[config.mk]
export PLATFORM = sky130hd
export DESIGN_NAME = time_keeper
export DESIGN_NICKNAME = d
export VERILOG_FILES = /design/src/rtl/time_keeper.sv
export SDC_FILE = /design/constraint.sdc
export NUM_CORES = 1
export LEC_CHECK = 0
export ABC_AREA = 1
export CAP_MARGIN = 20
export CORE_MARGIN = 4
export CORE_UTILIZATION = 35
export CTS_BUF_LIST = sky130_fd_sc_hd__clkbuf_8
export DETAILED_ROUTE_END_ITERATION = 10
export PLACE_DENSITY = 0.61
export REMOVE_ABC_BUFFERS = 1
export SLEW_MARGIN = 0
export SYNTH_ARGS = -nofsm -noshare
export SYNTH_HDL_FRONTEND = slang
export SYNTH_SLANG_ARGS = --single-unit
export TNS_END_PERCENT = 100
[constraint.sdc]
create_clock -name clk -period 4.8 [get_ports clk]
set_input_delay 1.44 -clock clk [delete_from_list [all_inputs] [get_ports clk]]
set_output_delay 1.44 -clock clk [all_outputs]
set_load 0.1 [all_outputs]
[src/rtl/time_keeper.sv]
// time_keeper: BCD time-of-day counter, alarm time register, button-driven
// set-mode state machine and alarm ring timer for the digital clock.
// All outputs come straight from registers; bytes are packed BCD {tens, units}.
module time_keeper #(
    parameter int TICKS_PER_SEC = 50_000_000,
    parameter int RING_SECS     = 30
) (
    input  logic       clk,
    input  logic       rst_n,
    input  logic       mode_btn,
    input  logic       inc_btn,
    input  logic       target_sel,
    input  logic       alarm_en,
    output logic [7:0] clockHour,
    output logic [7:0] clockMin,
    output logic [7:0] clockSec,
    output logic [7:0] alarmHour,
    output logic [7:0] alarmMin,
    output logic [1:0] setting,
    output logic       ring
);

    localparam int PW = (TICKS_PER_SEC > 1) ? $clog2(TICKS_PER_SEC) : 1;
    localparam int RW = $clog2(RING_SECS + 1);
    localparam logic [PW-1:0] PRESC_LAST = PW'(TICKS_PER_SEC - 1);

    typedef enum logic [1:0] {
        RUN      = 2'b00,
        SET_HOUR = 2'b01,
        SET_MIN  = 2'b10
    } state_e;

    state_e        state_q, state_d;
    logic          target_q, target_d;     // 0 = clock, 1 = alarm
    logic          mode_prev_q, inc_prev_q;
    logic [PW-1:0] presc_q, presc_d;
    logic [7:0]    hour_q, hour_d;
    logic [7:0]    min_q, min_d;
    logic [7:0]    sec_q, sec_d;
    logic [7:0]    ahour_q, ahour_d;
    logic [7:0]    amin_q, amin_d;
    logic          ring_q, ring_d;
    logic [RW-1:0] ring_cnt_q, ring_cnt_d;

    logic mode_press, inc_press, clock_set, tick, dismiss, do_mode, do_inc;
    logic alarm_hit;

    // BCD increment that wraps to 00 after max_v; units carry into tens.
    function automatic logic [7:0] bcd_inc(input logic [7:0] v, input logic [7:0] max_v);
        logic [7:0] r;
        if (v == max_v)
            r = 8'h00;
        else if (v[3:0] == 4'd9)
            r = {v[7:4] + 4'd1, 4'd0};
        else
            r = {v[7:4], v[3:0] + 4'd1};
        return r;
    endfunction

    assign mode_press = mode_btn & ~mode_prev_q;
    assign inc_press  = inc_btn & ~inc_prev_q;
    // Setting the clock freezes the prescaler and the seconds.
    assign clock_set  = (state_q != RUN) && !target_q;
    assign tick       = (presc_q == PRESC_LAST) && !clock_set;
    // Any press while ringing only silences the ring.
    assign dismiss    = ring_q && (mode_press || inc_press);
    assign do_mode    = mode_press && !ring_q;
    assign do_inc     = inc_press && !mode_press && !ring_q;

    // Next-state for prescaler, time of day, alarm time, FSM and ring timer.
    always_comb begin
        // NOTE: every next-state value gets a default first so no path infers a latch.
        state_d    = state_q;
        target_d   = target_q;
        presc_d    = presc_q + PW'(1);
        hour_d     = hour_q;
        min_d      = min_q;
        sec_d      = sec_q;
        ahour_d    = ahour_q;
        amin_d     = amin_q;
        ring_d     = ring_q;
        ring_cnt_d = ring_cnt_q;
        alarm_hit  = 1'b0;

        if (tick) begin
            presc_d = '0;
            sec_d   = bcd_inc(sec_q, 8'h59);
            if (sec_q == 8'h59) begin
                min_d = bcd_inc(min_q, 8'h59);
                if (min_q == 8'h59)
                    hour_d = bcd_inc(hour_q, 8'h23);
            end
            alarm_hit = (state_q == RUN) && alarm_en && (hour_d == ahour_q) &&
                        (min_d == amin_q) && (sec_d == 8'h00);
        end

        case (state_q)
            RUN: begin
                if (do_mode) begin
                    state_d  = SET_HOUR;
                    target_d = target_sel;
                    if (!target_sel)
                        presc_d = '0;
                end
            end
            SET_HOUR: begin
                if (do_mode)
                    state_d = SET_MIN;
                else if (do_inc && target_q)
                    ahour_d = bcd_inc(ahour_q, 8'h23);
                else if (do_inc)
                    hour_d = bcd_inc(hour_q, 8'h23);
            end
            SET_MIN: begin
                if (do_mode) begin
                    state_d = RUN;
                    if (!target_q) begin
                        sec_d   = 8'h00;
                        presc_d = '0;
                    end
                end else if (do_inc && target_q)
                    amin_d = bcd_inc(amin_q, 8'h59);
                else if (do_inc)
                    min_d = bcd_inc(min_q, 8'h59);
            end
            default: state_d = RUN;
        endcase

        if (clock_set)
            presc_d = '0;

        if (dismiss || !alarm_en) begin
            ring_d     = 1'b0;
            ring_cnt_d = '0;
        end else if (ring_q && tick) begin
            ring_cnt_d = ring_cnt_q - RW'(1);
            if (ring_cnt_q == RW'(1))
                ring_d = 1'b0;
        end

        if (alarm_hit) begin
            ring_d     = 1'b1;
            ring_cnt_d = RW'(RING_SECS);
        end
    end

    // State registers; asynchronous reset to 00:00:00, RUN, silent.
    always_ff @(posedge clk or negedge rst_n) begin
        if (!rst_n) begin
            state_q     <= RUN;
            target_q    <= 1'b0;
            // NOTE: button history resets to 1 so a button held through reset is not a press.
            mode_prev_q <= 1'b1;
            inc_prev_q  <= 1'b1;
            presc_q     <= '0;
            hour_q      <= 8'h00;
            min_q       <= 8'h00;
            sec_q       <= 8'h00;
            ahour_q     <= 8'h00;
            amin_q      <= 8'h00;
            ring_q      <= 1'b0;
            ring_cnt_q  <= '0;
        end else begin
            // NOTE: non-blocking so every register samples pre-edge values together.
            state_q     <= state_d;
            target_q    <= target_d;
            mode_prev_q <= mode_btn;
            inc_prev_q  <= inc_btn;
            presc_q     <= presc_d;
            hour_q      <= hour_d;
            min_q       <= min_d;
            sec_q       <= sec_d;
            ahour_q     <= ahour_d;
            amin_q      <= amin_d;
            ring_q      <= ring_d;
            ring_cnt_q  <= ring_cnt_d;
        end
    end

    assign clockHour = hour_q;
    assign clockMin  = min_q;
    assign clockSec  = sec_q;
    assign alarmHour = ahour_q;
    assign alarmMin  = amin_q;
    assign setting   = state_q;
    assign ring      = ring_q;

endmodule

==> impl_metrics.tcl, run 1 <==
set metrics [dict create \
    period_needed_ns 3.60 \
    tightest_slew_ns 1.01 \
    synth_edf_count 0 \
    cp-start-kind "flop" \
    critPathKind "flop to output port" \
    final_nets 804 \
    p_int_mw 1.45 \
    cts_made_buffers 9 \
    switching_share_pct 56.3 \
    initial_utilization_pct 36.4 \
    seq_power_share_pct 30.2 \
    vias 4809 \
    ys.flop_type "dfrtp_1" \
    synth_common_cells "182 x nand2_1, 101 x inv_1, 83 x nor2_1" \
    pin_count 49 \
    die_w_um 129 \
    insertion_delay_ns 0.37 \
    tritoncts "done" \
    critPathRequiredTime_ns 3.36 \
    routedWlPerCell_um 13.2 \
    cp_top_family "buffers and inverters" \
    power_density_mw_per_mm2 552 \
    dr.pass1.iters 5 \
    via_per_inst 5.01 \
    port_buffers 48 \
    ant_nets 0 \
    crit_buf_inv 1 \
    finClkSkew_ns 0.00609 \
    clockBufferDepth 2 \
    cap_violations 0 \
    fin_crit_sh_pct 74.9 \
    grt_max_degree 78 \
    post_cts_buffers 0 \
    core_sq_mm 0.0141 \
    hp-class "flop to flop" \
    die_h_um 129 \
    worstPathArrival_ns 2.16 \
    status "finished, final reports clean" \
    dpl-instance-area_sq_mm 0.00581 \
    post-synth-top-count-cell "nand2_1" \
    async_flop_share_pct 100 \
    syn_area_sq_mm 0.00513 \
    hold_buffers 0 \
    cp_cell_sequence "clkdlybuf4s50_1" \
    fill_cells 1503 \
    synth.distinct_cells 40 \
    grt_overflow 0 \
    syn2layout_area_growth_pct 17.0 \
    dpl.hpwl_mm 9.14 \
    cts_resized 0 \
    grt_pass1_wl_mm 21.8 \
    wl_mm 12.7 \
    grt_pass1_vias 4398 \
    ir_drop_mv 0.306 \
    gp_congestion 0.841 \
    setup_violations 0 \
    grt_use_total_pct 16.2 \
    htreeDepth 3 \
    hold_viol 0 \
    antenna_cells 0 \
    finalMaxSlewViolations 0 \
    cts-root-buf "clkbuf_8" \
    critPathMaxFanout 6 \
    synth_cells 722 \
    drive_gt1_share_pct 5.64 \
    p_leak_nw 2.77 \
    power.switching_mw 1.87 \
    drt_iter0_markers 419 \
    drc_errors 0 \
    end_kind "output port" \
    p_comb_share_pct 56.3 \
    clock_sinks 77 \
    slew_headroom_pct 32.2 \
    synthTopCellsByArea "dfrtp_1 37%, nand2_1 13%, inv_1 7.4%" \
    dieArea_sq_mm 0.0167 \
    syn_avg_cell_area_sq_um 7.11 \
    clkTransAtPathRegs_ns 0.08 \
    setup_tns_ns 0 \
    synth_top_area_cell "dfrtp_1" \
    clock_power_share_pct 13.5 \
    slowest_delay_ns 1.21 \
    final_area_sq_mm 0.00600 \
    synth_seq_cells 77 \
    rsz0062_at_grt "false" \
    synth.yosys.warnings 0 \
    max_freq_mhz 278 \
    yosysSeqAreaShare_pct 37.6 \
    antenna_found_initial 0 \
    slowest_stage "clkdlybuf4s50_1" \
    rows 43 \
    yosys.area.top_type_share_pct 36.6 \
]
-- power groups by stage --
| stage | registers, mW | clock network, mW | logic, mW |
|---|---|---|---|
| floorplan | 1.76 | 0 | 0.653 |
| global placement | 1.01 | 0 | 1.87 |
| detailed placement | 1.01 | 0 | 1.87 |
| CTS | 1.00 | 0.468 | 1.88 |
| global route | 1.04 | 0.494 | 2.04 |
| finish | 1.00 | 0.447 | 1.87 |
-- stage by stage --
step	setup WS, ns	util [%]	std cells	hold WS (ns)	total power, mW
floorplan	1.48	-	710	0.433	2.41
global placement	1.01	41.2	943	0.453	2.88
detailed placement	0.962	41.2	943	0.454	2.88
CTS	1.19	42.4	959	0.466	3.35
global route	1.01	42.6	960	0.505	3.57
finish	1.20	42.6	960	0.462	3.32
-- routing by layer --
metal,GRT usage [%],wire (um)
met2,24.7,5510
met5,0,0
met3,3.54,583
met4,4.76,189
met1,23.2,6420
-- state kept, by name (all words and copies together), names as in the netlist --
signal and count:
presc_q 26, alarmHour 8, alarmMin 8, clockHour 8, clockMin 8, clockSec 8, ring_cnt_q 5, setting 2
inc_prev_q 1, mode_prev_q 1, ring 1, target_q 1
-- layout by cell type (no fill, tap or decap), drive strengths merged --
master / n
nor2: 89
clkdlybuf4s50: 47
nor3b: 5
o211ai: 7
dfrtp: 75
nand3: 67
clkinv: 4
clkinvlp: 2
o41ai: 2
buf: 7
xnor2: 3
dfstp: 2
nand4: 11
a211oi: 4
o311ai: 2
nor3: 14
and3: 1
o21a: 3
a31oi: 5
o21ai: 40
inv: 104
ha: 23
nand3b: 1
clkbuf: 9
xor2: 13
o21bai: 1
o22ai: 10
a21oi: 38
nand2: 188
nor4: 1
o31ai: 1
a221oi: 1
-- worst reg2reg max path, cell delays in order (launching register included) --
cell     delay, ns
dfrtp_1       0.42
inv_1         0.09
ha_1          0.18
nand2_1       0.07
nor2_2        0.23
nand2_1       0.39
nor2_4        0.44
nand2_1       0.15
nand3_1       0.10
nand2_1       0.06
nor2_1        0.13
nand2_1       0.08
nor2_2        0.15
nand3_4       0.15
nand3_2       0.10
nand2_1       0.06
nand2_1       0.05
-- final timing paths --
check / depth (start not counted) / endpoint / slack (ns) / startpoint
min in group asynchronous: 1 / presc_q[21] / 0.99 / rst_n
worst min register to register: 1 / presc_q[0] / 0.46 / presc_q[0]
worst max-delay path: 1 / clockMin[2] / 1.20 / clockMin[2]
max in group asynchronous: 2 / clockMin[4] / 3.22 / rst_n
worst max register to register: 16 / ring_cnt_q[4] / 1.90 / clockSec[1]
worst min-delay path: 1 / presc_q[0] / 0.46 / presc_q[0]
-- area by class of cell --
cell class                 instances  area [sq um]  share of cell area (%)
sequential                        77          1930                    32.1
inverter                         103           387                    6.44
multi-input combinational        530          2750                    45.8
timing repair buffer              54           543                    9.05
clock buffer                       9           124                    2.06
tap                              180           225                    3.75
clock inverter                     7          45.0                   0.750
-- cells by family after synthesis --
group / Yosys count / share of synthesized area (%)
XOR/XNOR: 16 / 2.73
adder cells (fa/ha/maj): 23 / 5.61
buffers and inverters: 115 / 8.80
AO/OA/AOI/OAI: 114 / 12.7
flip-flops: 77 / 37.6
AND/OR/NAND/NOR: 377 / 32.6
Note: power is estimated with default switching activity, not from simulation.
==> run 2, diff against run 1 <==
--- a/config.mk
+++ b/config.mk
@@ -11,7 +11,7 @@
 export CORE_UTILIZATION = 35
 export CTS_BUF_LIST = sky130_fd_sc_hd__clkbuf_8
 export DETAILED_ROUTE_END_ITERATION = 10
-export PLACE_DENSITY = 0.61
+export PLACE_DENSITY = 0.63
 export REMOVE_ABC_BUFFERS = 1
 export SLEW_MARGIN = 0
 export SYNTH_ARGS = -nofsm -noshare
==> constraint.sdc (replaced) <==
create_clock -name clk -period 3.3 [get_ports clk]
set_input_delay 0.99 -clock clk [delete_from_list [all_inputs] [get_ports clk]]
set_output_delay 0.99 -clock clk [all_outputs]
set_load 0.1 [all_outputs]
==> impl_metrics.tcl, run 2 (synthesis gave the netlist of run 1 again) <==
set metrics [dict create \
    post_cts_buffers 0 \
    clock_sinks 77 \
    cp-start-kind "primary input" \
    cts_made_buffers 9 \
    drc_errors 0 \
    tightest_slew_ns 0.430 \
    clock_power_share_pct 15.4 \
    finalMaxSlewViolations 0 \
    cts-root-buf "clkbuf_8" \
    rows 43 \
    finClkSkew_ns 0.0134 \
    ir_drop_mv 0.489 \
    max_freq_mhz 362 \
    core_sq_mm 0.0141 \
    layout_common_cells "182 x nand2_1, 101 x inv_1, 83 x nor2_1, 75 x dfrtp_1, 60 x nand3_1" \
    wl_mm 13.0 \
    grt_overflow 0 \
    critPathKind "primary input to flop" \
    critPathMaxFanout 6 \
    power_density_mw_per_mm2 817 \
    cts_resized 0 \
    critPathRequiredTime_ns 3.57 \
    ant_nets 0 \
    layout_setup_ws_ns 0.538 \
    die_h_um 129 \
    via_per_inst 4.96 \
    port_buffers 48 \
    p_leak_nw 2.86 \
    routedWlPerCell_um 13.5 \
    clockBufferDepth 2 \
    drt_iter0_markers 371 \
    crit_buf_inv 7 \
    dpl.hpwl_mm 9.43 \
    worstPathArrival_ns 3.03 \
    slew_headroom_pct 71.3 \
    vias 4797 \
    setup_tns_ns 0 \
    cp_top_family "buffers and inverters" \
    status "finished, final reports clean" \
    setup_violations 0 \
    worstReg2RegStart "clockSec[1]" \
    hp-class "flop to flop" \
    grt_pass1_vias 4552 \
    fin_crit_sh_pct 83.7 \
    holdPathEnd "presc_q[0]" \
    hold_viol 0 \
    max_flop_register "presc_q" \
    end_kind "flop" \
    pin_count 49 \
    syn2layout_area_growth_pct 16.4 \
    p_int_mw 2.14 \
    antenna_found_initial 0 \
    final_common_cell "nand2_1" \
    hold_start "presc_q[0]" \
    cap_violations 0 \
    initial_utilization_pct 36.4 \
    rsz0062_at_grt "false" \
    dr.pass1.iters 4 \
    crit_top_cell "inv_1" \
    die_w_um 129 \
    slowest_stage "clkdlybuf4s50_1" \
    grt_pass1_wl_mm 22.3 \
    tritoncts "done" \
    period_needed_ns 2.76 \
    seq_power_share_pct 30.0 \
    r2r_end "ring_cnt_q[4]" \
    power.switching_mw 2.74 \
    largest_reg_flops 26 \
    p_comb_share_pct 54.7 \
    switching_share_pct 56.2 \
    htreeDepth 3 \
    cp_cell_sequence "clkdlybuf4s50_1, inv_1, nor2_1, inv_1, nor3_1, inv_1, nor2_1, inv_1, nor2_1, inv_1, nor2_1, inv_1, o22ai_1, a21oi_1" \
    grt_max_degree 78 \
    dieArea_sq_mm 0.0167 \
    hold_buffers 0 \
    worstHoldPathCells 1 \
    final_nets 811 \
    place_ws_ns 0.140 \
    drive_gt1_share_pct 12.2 \
    insertion_delay_ns 0.38 \
    antenna_cells 0 \
    grt_use_total_pct 16.6 \
    gp_congestion 0.855 \
    reg2reg_depth 15 \
    reg2reg_slack_ns 0.67 \
    clkTransAtPathRegs_ns 0.08 \
    slowest_delay_ns 0.47 \
]
## run 2: cell count changes in the layout (fill, tap and decap cells not counted)
| cell | before | now |
|---|---|---|
| buf_16 | 1 | 0 |
| buf_4 | 6 | 56 |
| buf_12 | 0 | 1 |
| clkinvlp_4 | 2 | 3 |
| bufinv_16 | 0 | 1 |
| inv_1 | 103 | 101 |
| inv_6 | 0 | 1 |
| clkinv_4 | 2 | 1 |
| clkdlybuf4s50_1 | 47 | 4 |
## run 2: power by group through the flow
| stage | logic (mW) | clock network, mW | registers [mW] |
|---|---|---|---|
| 6_report | 2.67 | 0.750 | 1.46 |
| 4_1_cts | 2.68 | 0.769 | 1.46 |
| 5_1_grt | 2.91 | 0.806 | 1.50 |
| 3_5_place_dp | 2.67 | 0 | 1.48 |
| 3_3_place_gp | 2.66 | 0 | 1.48 |
| 2_1_floorplan | 0.949 | 0 | 2.56 |
## run 2: stage by stage
| step | hold WS (ns) | instance area [sq um] | std cells | power (mW) | util [%] |
|---|---|---|---|---|---|
| after floorplan | 0.433 | 5070 | 710 | 3.51 | - |
| after global placement | 0.458 | 5770 | 951 | 4.14 | 40.9 |
| after detailed placement | 0.464 | 5770 | 951 | 4.15 | 40.9 |
| after CTS | 0.476 | 5970 | 967 | 4.91 | 42.4 |
| after global routing | 0.494 | 5970 | 967 | 5.23 | 42.4 |
| final | 0.479 | 5970 | 967 | 4.88 | 42.4 |
## run 2: worst max path at each step
stage	start	end	slack, ns	cells past startpoint
final	inc_btn	alarmMin[7]	0.54	14
after global routing	inc_btn	alarmMin[7]	0.28	14
after CTS	inc_btn	alarmMin[7]	0.53	14
after detailed placement	inc_btn	alarmMin[7]	0.14	14
after global placement	inc_btn	alarmMin[7]	0.15	14
after floorplan	clockSec[0]	ring_cnt_q[3]	0.27	14
## run 2: worst reg2reg max path: stages, from the launching register on
cell     delay (ns)
dfrtp_1        0.41
inv_1          0.08
ha_1           0.18
nand2_1        0.07
nor2_2         0.22
nand2_1        0.20
nor2_4         0.36
nand2_1        0.14
nand3_1        0.10
nand2_1        0.06
nor2_1         0.15
nand2_1        0.09
nor2_2         0.15
nand3_4        0.15
nand4_1        0.11
nand2_1        0.06
## run 2: area by class of cell
type	instances	area [sq um]
fill	1482	8130
multi-input combinational	530	2750
sequential	77	1930
timing repair buffer	61	480
inverter	103	387
tap	180	225
clock buffer	9	124
clock inverter	7	75.1
## run 2: per-layer routing
| layer | vias to the layer above | track usage [%] | wire (um) |
|---|---|---|---|
| li1 | 2481 | - | - |
| met1 | 2206 | 23.5 | 6430 |
| met2 | 95 | 26.0 | 5850 |
| met3 | 15 | 2.68 | 581 |
| met4 | 0 | 5.56 | 188 |
| met5 | - | 0 | 0 |
==> run 3, diff against run 2 <==
==> constraint.sdc (replaced) <==
create_clock -name clk -period 2.5 [get_ports clk]
set_input_delay 0.75 -clock clk [delete_from_list [all_inputs] [get_ports clk]]
set_output_delay 0.75 -clock clk [all_outputs]
set_load 0.1 [all_outputs]
==> impl_metrics.tcl, run 3 (synthesis gave the netlist of run 1 again) <==
set metrics [dict create \
    status "finished, final reports clean" \
    cap_violations 0 \
    largest_reg_flops 26 \
    tightest_slew_ns 0.455 \
    critPathKind "flop to flop" \
    place_ws_ns -0.372 \
    grt_use_total_pct 16.5 \
    port_buffers 48 \
    end_kind "flop" \
    dieArea_sq_mm 0.0167 \
    rows 43 \
    place_inst 980 \
    cts_made_buffers 9 \
    power.switching_mw 3.61 \
    routedWlPerCell_um 13.3 \
    insertion_delay_ns 0.37 \
    grt_pass1_wl_mm 22.0 \
    clockBufferDepth 2 \
    finalMaxSlewViolations 0 \
    layout_common_cells "179 x nand2_1, 104 x inv_1, 93 x buf_4, 80 x nor2_1, 75 x dfrtp_1" \
    dr.pass1.iters 5 \
    critPathRequiredTime_ns 2.76 \
    via_per_inst 4.94 \
    antenna_cells 0 \
    slew_headroom_pct 69.7 \
    max_freq_mhz 427 \
    grt_overflow 0 \
    drc_errors 0 \
    core_sq_mm 0.0141 \
    p_int_mw 2.92 \
    vias 4963 \
    finalNonFillerCells 1004 \
    power_density_mw_per_mm2 1040 \
    pin_count 49 \
    p_comb_share_pct 57.7 \
    finClkSkew_ns 0.0108 \
    hold_viol 0 \
    hp-class "primary input to asynchronous set/reset pin" \
    dpl.hpwl_mm 9.96 \
    critPathMaxFanout 9 \
    final_nets 848 \
    syn2layout_area_growth_pct 22.2 \
    max_flop_register "presc_q" \
    tritoncts "done" \
    worstPathArrival_ns 2.60 \
    fill_cells 1440 \
    clock_sinks 77 \
    grt_pass1_vias 4483 \
    fin_crit_sh_pct 93.6 \
    die_h_um 129 \
    hold_buffers 0 \
    antenna_found_initial 0 \
    htreeDepth 3 \
    wl_mm 13.4 \
    switching_share_pct 55.3 \
    holdWs_ns 0.326 \
    setup_violations 0 \
    ant_nets 0 \
    clkTransAtPathRegs_ns 0.08 \
    cp-start-kind "flop" \
    layout_setup_ws_ns 0.159 \
    grt_max_degree 33 \
    drive_gt1_share_pct 17.0 \
    regArea_sq_mm 0.00193 \
    drt_iter0_markers 439 \
    gp_congestion 0.844 \
    seq_power_share_pct 28.5 \
    p_leak_nw 3.06 \
    cts-root-buf "clkbuf_8" \
    die_w_um 129 \
    final_common_cell "nand2_1" \
    clock_power_share_pct 13.8 \
    period_needed_ns 2.34 \
    ir_drop_mv 0.982 \
    initial_utilization_pct 36.4 \
    multi_input_area_sq_mm 0.00279 \
]
## run 3: cell count changes in the layout (fill, tap and decap cells not counted), sizes merged
cell	previous run	this run
buf	57	94
bufinv	1	0
clkbuf	9	12
clkinv	3	2
clkinvlp	3	0
inv	103	105
## run 3: worst paths after layout
kind	from	to	slack, ns	depth (start not counted)
worst max-delay path	clockSec[1]	ring_cnt_q[4]	0.16	16
worst max register to register	clockSec[1]	ring_cnt_q[4]	0.16	16
worst min-delay path	rst_n	presc_q[25]	0.33	1
min in group clk	presc_q[0]	presc_q[0]	0.46	1
worst min register to register	presc_q[0]	presc_q[0]	0.46	1
max in group asynchronous	rst_n	inc_prev_q	1.49	2
## run 3: final cells by class
cell class | instances | share of cell area (%)
Timing Repair Buffer | 98 | 12.1
Inverter | 103 | 6.17
Tap cell | 180 | 3.59
Clock buffer | 12 | 2.63
Clock inverter | 4 | 0.259
Sequential cell | 77 | 30.8
Multi-Input combinational cell | 530 | 44.5
## run 3: routing by layer
layer / wire [um] / vias up / global-route usage (%) / part of all wire, %
met1: 6590 / 2282 / 24.1 / 49
met5: 0 / - / 0 / 0
met4: 214 / 0 / 5.31 / 1.6
li1: - / 2556 / - / -
met2: 5910 / 112 / 25.0 / 44
met3: 683 / 13 / 2.84 / 5.1
## run 3: worst max-delay path: stages (launching register included)
cell and delay (ns):
dfrtp_1 0.38, inv_1 0.08, ha_1 0.17, nand2_1 0.07, nor2_2 0.13, nand2_2 0.14
buf_4 0.20, nand2_1 0.08, nand3_1 0.07, nand2_1 0.07, nand2_1 0.05, nor2_1 0.21
nand3_1 0.13, nor2_2 0.14, nand3_4 0.15, nand4_1 0.11, nand2_1 0.06
## run 3: repair_timing
item / in CTS / in global routing
setup buffers: 0 / 8
endpoints found under the setup margin: 0 / 30
gates resized for setup: 0 / 13
## run 3: through the flow
step / cell area (sq um) / TNS, ns / util, % / power [mW]
2_1_floorplan: 5070 / -7.01 / - / 4.64
3_3_place_gp: 5990 / -7.02 / 42.5 / 5.62
3_5_place_dp: 5990 / -6.90 / 42.5 / 5.64
4_1_cts: 6170 / 0 / 43.8 / 6.56
5_1_grt: 6270 / -0.0126 / 44.5 / 6.98
6_report: 6270 / 0 / 44.5 / 6.53
## run 3: power by group through the flow
stage | clock [mW] | sequential (mW) | combinational (mW)
4_1_cts | 0.935 | 1.86 | 3.77
2_1_floorplan | 0 | 3.38 | 1.25
3_3_place_gp | 0 | 1.88 | 3.74
5_1_grt | 0.987 | 1.91 | 4.08
6_report | 0.902 | 1.86 | 3.77
3_5_place_dp | 0 | 1.88 | 3.76
